File: src/rtl/div_pkg.sv
// Shared types and default widths for the sequential unsigned divider.
package div_pkg;

  typedef enum logic [1:0] {
    IDLE = 2'd0,
    BUSY = 2'd1,
    DONE = 2'd2
  } state_e;

  localparam int NQ_DEF = 16;
  localparam int NB_DEF = 8;

endpackage

File: src/rtl/div_step.sv
// One restoring shift-subtract step: bring in the next dividend bit and
// subtract the divisor when it fits, yielding the next remainder and quotient bit.
module div_step #(
  parameter int NB = 8
) (
  input  logic [NB-1:0] rem_i,
  input  logic          bit_i,
  input  logic [NB-1:0] div_i,
  output logic [NB-1:0] rem_o,
  output logic          q_o
);

  logic [NB:0] shifted;
  logic [NB:0] diff;

  // Keep the shifted remainder one bit wider so its MSB is never dropped.
  always_comb begin
    shifted = {rem_i, bit_i};
    diff    = shifted - {1'b0, div_i};
    q_o     = (shifted >= {1'b0, div_i});
    rem_o   = q_o ? diff[NB-1:0] : shifted[NB-1:0];
  end

endmodule

File: src/rtl/div16u8_seq.sv
// Sequential restoring divider, one quotient bit per clock, valid/ready at both ends.
// Optional DIV_APPROX_EN: divides floor(A/4) in NQ-2 steps and scales the quotient by 4.
module div16u8_seq
  import div_pkg::*;
#(
  parameter int NQ = NQ_DEF,
  parameter int NB = NB_DEF
) (
  input  logic          clk,
  input  logic          rst,
  input  logic          in_valid,
  output logic          in_ready,
  input  logic [NQ-1:0] A,
  input  logic [NB-1:0] B,
  output logic          out_valid,
  input  logic          out_ready,
  output logic [NQ-1:0] Q,
  output logic [NB-1:0] R,
  output logic          div0
);

  localparam int CW = $clog2(NQ + 1);
`ifdef DIV_APPROX_EN
  localparam logic [CW-1:0] NITER = CW'(NQ - 2);
`else
  localparam logic [CW-1:0] NITER = CW'(NQ);
`endif

  state_e          state_q, state_d;
  logic [NQ-1:0]   a_q, a_d;
  logic [NB-1:0]   b_q, b_d;
  logic [NB-1:0]   rem_q, rem_d;
  logic [CW-1:0]   cnt_q, cnt_d;
  logic [NQ-1:0]   q_q, q_d;
  logic [NB-1:0]   r_q, r_d;
  logic            div0_q, div0_d;

  logic [NB-1:0]   step_rem;
  logic            step_q;

  div_step #(.NB(NB)) u_step (
    .rem_i (rem_q),
    .bit_i (a_q[NQ-1]),
    .div_i (b_q),
    .rem_o (step_rem),
    .q_o   (step_q)
  );

  // a_q doubles as dividend shifter and quotient accumulator.
  always_comb begin
    state_d = state_q;
    a_d     = a_q;
    b_d     = b_q;
    rem_d   = rem_q;
    cnt_d   = cnt_q;
    q_d     = q_q;
    r_d     = r_q;
    div0_d  = div0_q;

    case (state_q)
      IDLE: begin
        if (in_valid) begin
          a_d     = A;
`ifdef DIV_APPROX_EN
          if (B != '0) a_d = {A[NQ-1:2], 2'b00};
`endif
          b_d     = B;
          rem_d   = '0;
          cnt_d   = NITER;
          state_d = BUSY;
        end
      end
      BUSY: begin
        if (b_q == '0) begin
          q_d     = '1;
          r_d     = a_q[NB-1:0];
          div0_d  = 1'b1;
          state_d = DONE;
        end else if (cnt_q == '0) begin
`ifdef DIV_APPROX_EN
          q_d     = {a_q[NQ-3:0], 2'b00};
`else
          q_d     = a_q;
`endif
          r_d     = rem_q;
          div0_d  = 1'b0;
          state_d = DONE;
        end else begin
          a_d   = {a_q[NQ-2:0], step_q};
          rem_d = step_rem;
          cnt_d = cnt_q - 1'b1;
        end
      end
      DONE: begin
        if (out_ready) state_d = IDLE;
      end
      default: state_d = IDLE;
    endcase
  end

  always_ff @(posedge clk or posedge rst) begin
    if (rst) begin
      state_q <= IDLE;
      a_q     <= '0;
      b_q     <= '0;
      rem_q   <= '0;
      cnt_q   <= '0;
      q_q     <= '0;
      r_q     <= '0;
      div0_q  <= 1'b0;
    end else begin
      state_q <= state_d;
      a_q     <= a_d;
      b_q     <= b_d;
      rem_q   <= rem_d;
      cnt_q   <= cnt_d;
      q_q     <= q_d;
      r_q     <= r_d;
      div0_q  <= div0_d;
    end
  end

  assign in_ready  = (state_q == IDLE);
  assign out_valid = (state_q == DONE);
  assign Q         = q_q;
  assign R         = r_q;
  assign div0      = div0_q;

endmodule

File: config.mk
export PLATFORM = sky130hd
export DESIGN_NAME = div16u8_seq
export DESIGN_NICKNAME = d
export VERILOG_FILES = /design/src/rtl/div_pkg.sv /design/src/rtl/div_step.sv /design/src/rtl/div16u8_seq.sv
export SDC_FILE = /design/constraint.sdc
export NUM_CORES = 1
export LEC_CHECK = 0
export ABC_AREA = 1
export CORE_AREA = 2 2 86 88
export CTS_CLUSTER_DIAMETER = 100
export DETAILED_ROUTE_END_ITERATION = 10
export DIE_AREA = 0 0 88 90
export PLACE_DENSITY = 0.74
export REMOVE_ABC_BUFFERS = 1
export SYNTH_ARGS = -nofsm -noshare
export SYNTH_HDL_FRONTEND = slang
export SYNTH_SLANG_ARGS = --single-unit
File: constraint.sdc
create_clock -name clk -period 2 [get_ports clk]
set_input_delay 0.3 -clock clk [delete_from_list [all_inputs] [get_ports clk]]
set_output_delay 0.3 -clock clk [all_outputs]
set_load 0.02 [all_outputs]
==> flow_summary.yaml <==
outcome:
  outcome: "finished clean"
place:
  gp_congestion: 0.840
  hpwl_um: 5760
  portBuffers: 54
grt:
  grt_pass1_wl_um: 14000
  antenna_found_initial: 0
  grt_max_degree: 31
  grt_overflow: 0
  grt_pass1_vias: 2961
  grtUsageTotal: 0.227
pwr:
  p_leak_uw: 0.00227
  switchingPower_uw: 3870
  ir_drop_uv: 1050
  p_sw_frac: 0.462
  p_clk_frac: 0.167
  powerDensity_nw_per_um2: 1950
  pwr-share-seq: 0.279
  internal_power_uw: 4510
  power_frac_comb: 0.554
clocking:
  htreeDepth: 3
  clkSlewWorstSetupHoldPaths_ns: 0.08
  postCtsHoldBufs: 0
  cts.sinks: 64
  cts_tree: "built"
  cts-root-buf: "clkbuf_8"
  post_cts_buffers: 0
  cts_buffers: 9
  insertion_delay_ns: 0.35
  cts_buffer_depth: 2
sta:
  fin_crit_ns: 1.88
  relSlewSlack: 0.703
  rsz0062_at_grt: "false"
  timing.fmax_mhz: 531
  fin_setup_tns_ns: 0
  final_max_slew_viol_count: 0
  hold_violations: 0
  post-route-period-util: 0.942
  worst_pin_slew_ns: 0.445
  hold_slack_ns: 0.282
  finClkSkew_ns: 0.0102
  setup_viol_count_final: 0
job:
  maxCapViolCount: 0
critical_path:
  r2r-start: "b_q[3]"
  worst-path-max-fanout: 3
  crit_start: "state_q[1]"
  critPathArrivalTime_ns: 1.58
  crit_path_end_kind: "primary output"
  startpoint_type: "flip-flop"
  cp.required_ns: 1.70
  criticalPathCategory: "reg -> out"
  rr_worst_depth: 11
yosys:
  seq_area_frac_synth: 0.470
  ys_seq_elements: 64
  synthArstFlopShare: 1.00
  synth-edff-count: 0
  yosys.area.top_type: "dfrtp_1"
  ys_warn_count: 0
  syn_inst: 438
  synth_flop_cell: "dfrtp_1"
  yosysMostFrequentCell: "nand2_1"
  yosys.cell_types.count: 35
  yosysTopAreaCellShare: 0.470
  yosys-top-cells-count: "nand2_1 (196), dfrtp_1 (64), inv_1 (30)"
  synth_area_um2: 3410
  avgSynthCellArea_um2: 7.78
  yosys-top-cells-area: "dfrtp_1 (47%), nand2_1 (22%), nand3_1 (4.0%), ha_1 (3.7%), inv_1 (3.3%)"
routing:
  drc: 0
  via_count: 2970
  postRouteAntennaNets: 0
  drt-pass1-iter-count: 4
  post_drt_wl_per_cell_um: 13.4
  vias_per_cell: 4.94
  drtIter0Drc: 172
  drt-total-wl_um: 8060
floorplanning:
  start_util: 0.485
  core_area_um2: 7020
  dieWidth_um: 88
  die_height_um: 90
  die-area_um2: 7920
  core.rowCount: 31
  io_pins: 55
finish:
  fill_cells: 651
  drive_above_1_share: 0.0976
  area_growth_pct: 26.2
  fin_util: 0.612
  diodes: 0
  layout.nets: 536
min_path:
  hold_class: "in -> async"
==> sequential cells by signal (all words and copies together) (netlist names) <==
name	count
cnt_q	5
div0	1
rem_q	8
R	8
a_q	16
b_q	8
Q	16
state_q	2
==> repair_timing <==
item	CTS	global route
hold endpoints to repair	0	0
gates resized for setup	0	1
endpoints found under the setup margin	0	8
==> power groups by stage <==
stage          clock network (uW)  logic (uW)  registers [uW]
5_1_grt                      1480        5300            2420
2_1_floorplan                   0        2980            2490
4_1_cts                      1420        4660            2340
6_report                     1400        4640            2340
3_3_place_gp                    0        4500            2330
3_5_place_dp                    0        4620            2350
==> logic make-up (layout without fill, tap and decap cells) <==
| kind of cell | Yosys count | count (layout) | share of synthesized area |
|---|---|---|---|
| AOI/OAI and AO/OA | 48 | 48 | 0.0837 |
| DFF | 64 | 64 | 0.470 |
| and+or+nand+nor | 252 | 252 | 0.309 |
| xor gates and xnor gates | 6 | 6 | 0.0154 |
| buffers and inverters | 57 | 121 | 0.0793 |
| adders and majority gates | 11 | 11 | 0.0426 |
==> stage by stage <==
step           cells  power [uW]  setup slack, ns  instance area, um^2
2_1_floorplan    422        5470            0.102                 3290
3_3_place_gp     585        6820            0.198                 4050
3_5_place_dp     585        6970            0.141                 4050
4_1_cts          601        8420            0.105                 4290
5_1_grt          601        9200         0.000881                 4300
6_report         601        8380            0.116                 4300
==> placed cells by master (no fill, tap or decap), drive strengths merged, types with 5 or more instances in the layout <==
cell type	instances
nand2	201
dfrtp	64
clkdlybuf4s50	54
inv	44
o21ai	31
nand3	28
nor2	12
ha	10
buf	10
clkbuf	9
o211ai	8
xor2	5
==> metal layers <==
layer / vias up / part of all wire / track usage
met2: 65 / 0.49 / 0.359
li1: 1501 / - / -
met5: - / 0 / 0
met3: 11 / 0.040 / 0.0413
met1: 1393 / 0.45 / 0.312
met4: 0 / 0.019 / 0.0795
==> worst paths after layout <==
path	slack [ns]	endpoint
hold / removal	0.28	rem_q[5]
setup reg to reg	0.14	rem_q[6]
min in group clk	0.47	Q[15]
max in group asynchronous	1.11	a_q[13]
setup / recovery	0.12	in_ready
hold reg to reg	0.47	Q[15]
==> area by class of cell <==
type,instances,area [um^2],area share
sequential,64,1600,0.373
multi-input combinational,317,1540,0.358
timing repair buffer,64,628,0.146
inverter,41,156,0.0364
clock inverter,7,125,0.0291
clock buffer,9,124,0.0288
tap,99,124,0.0288
==> critical path, cell delays in order (launching register included) <==
cell             delay (ns)
dfrtp_1                0.43
nor2_1                 0.16
clkdlybuf4s50_1        0.64
(Power assumes the default switching activity.)
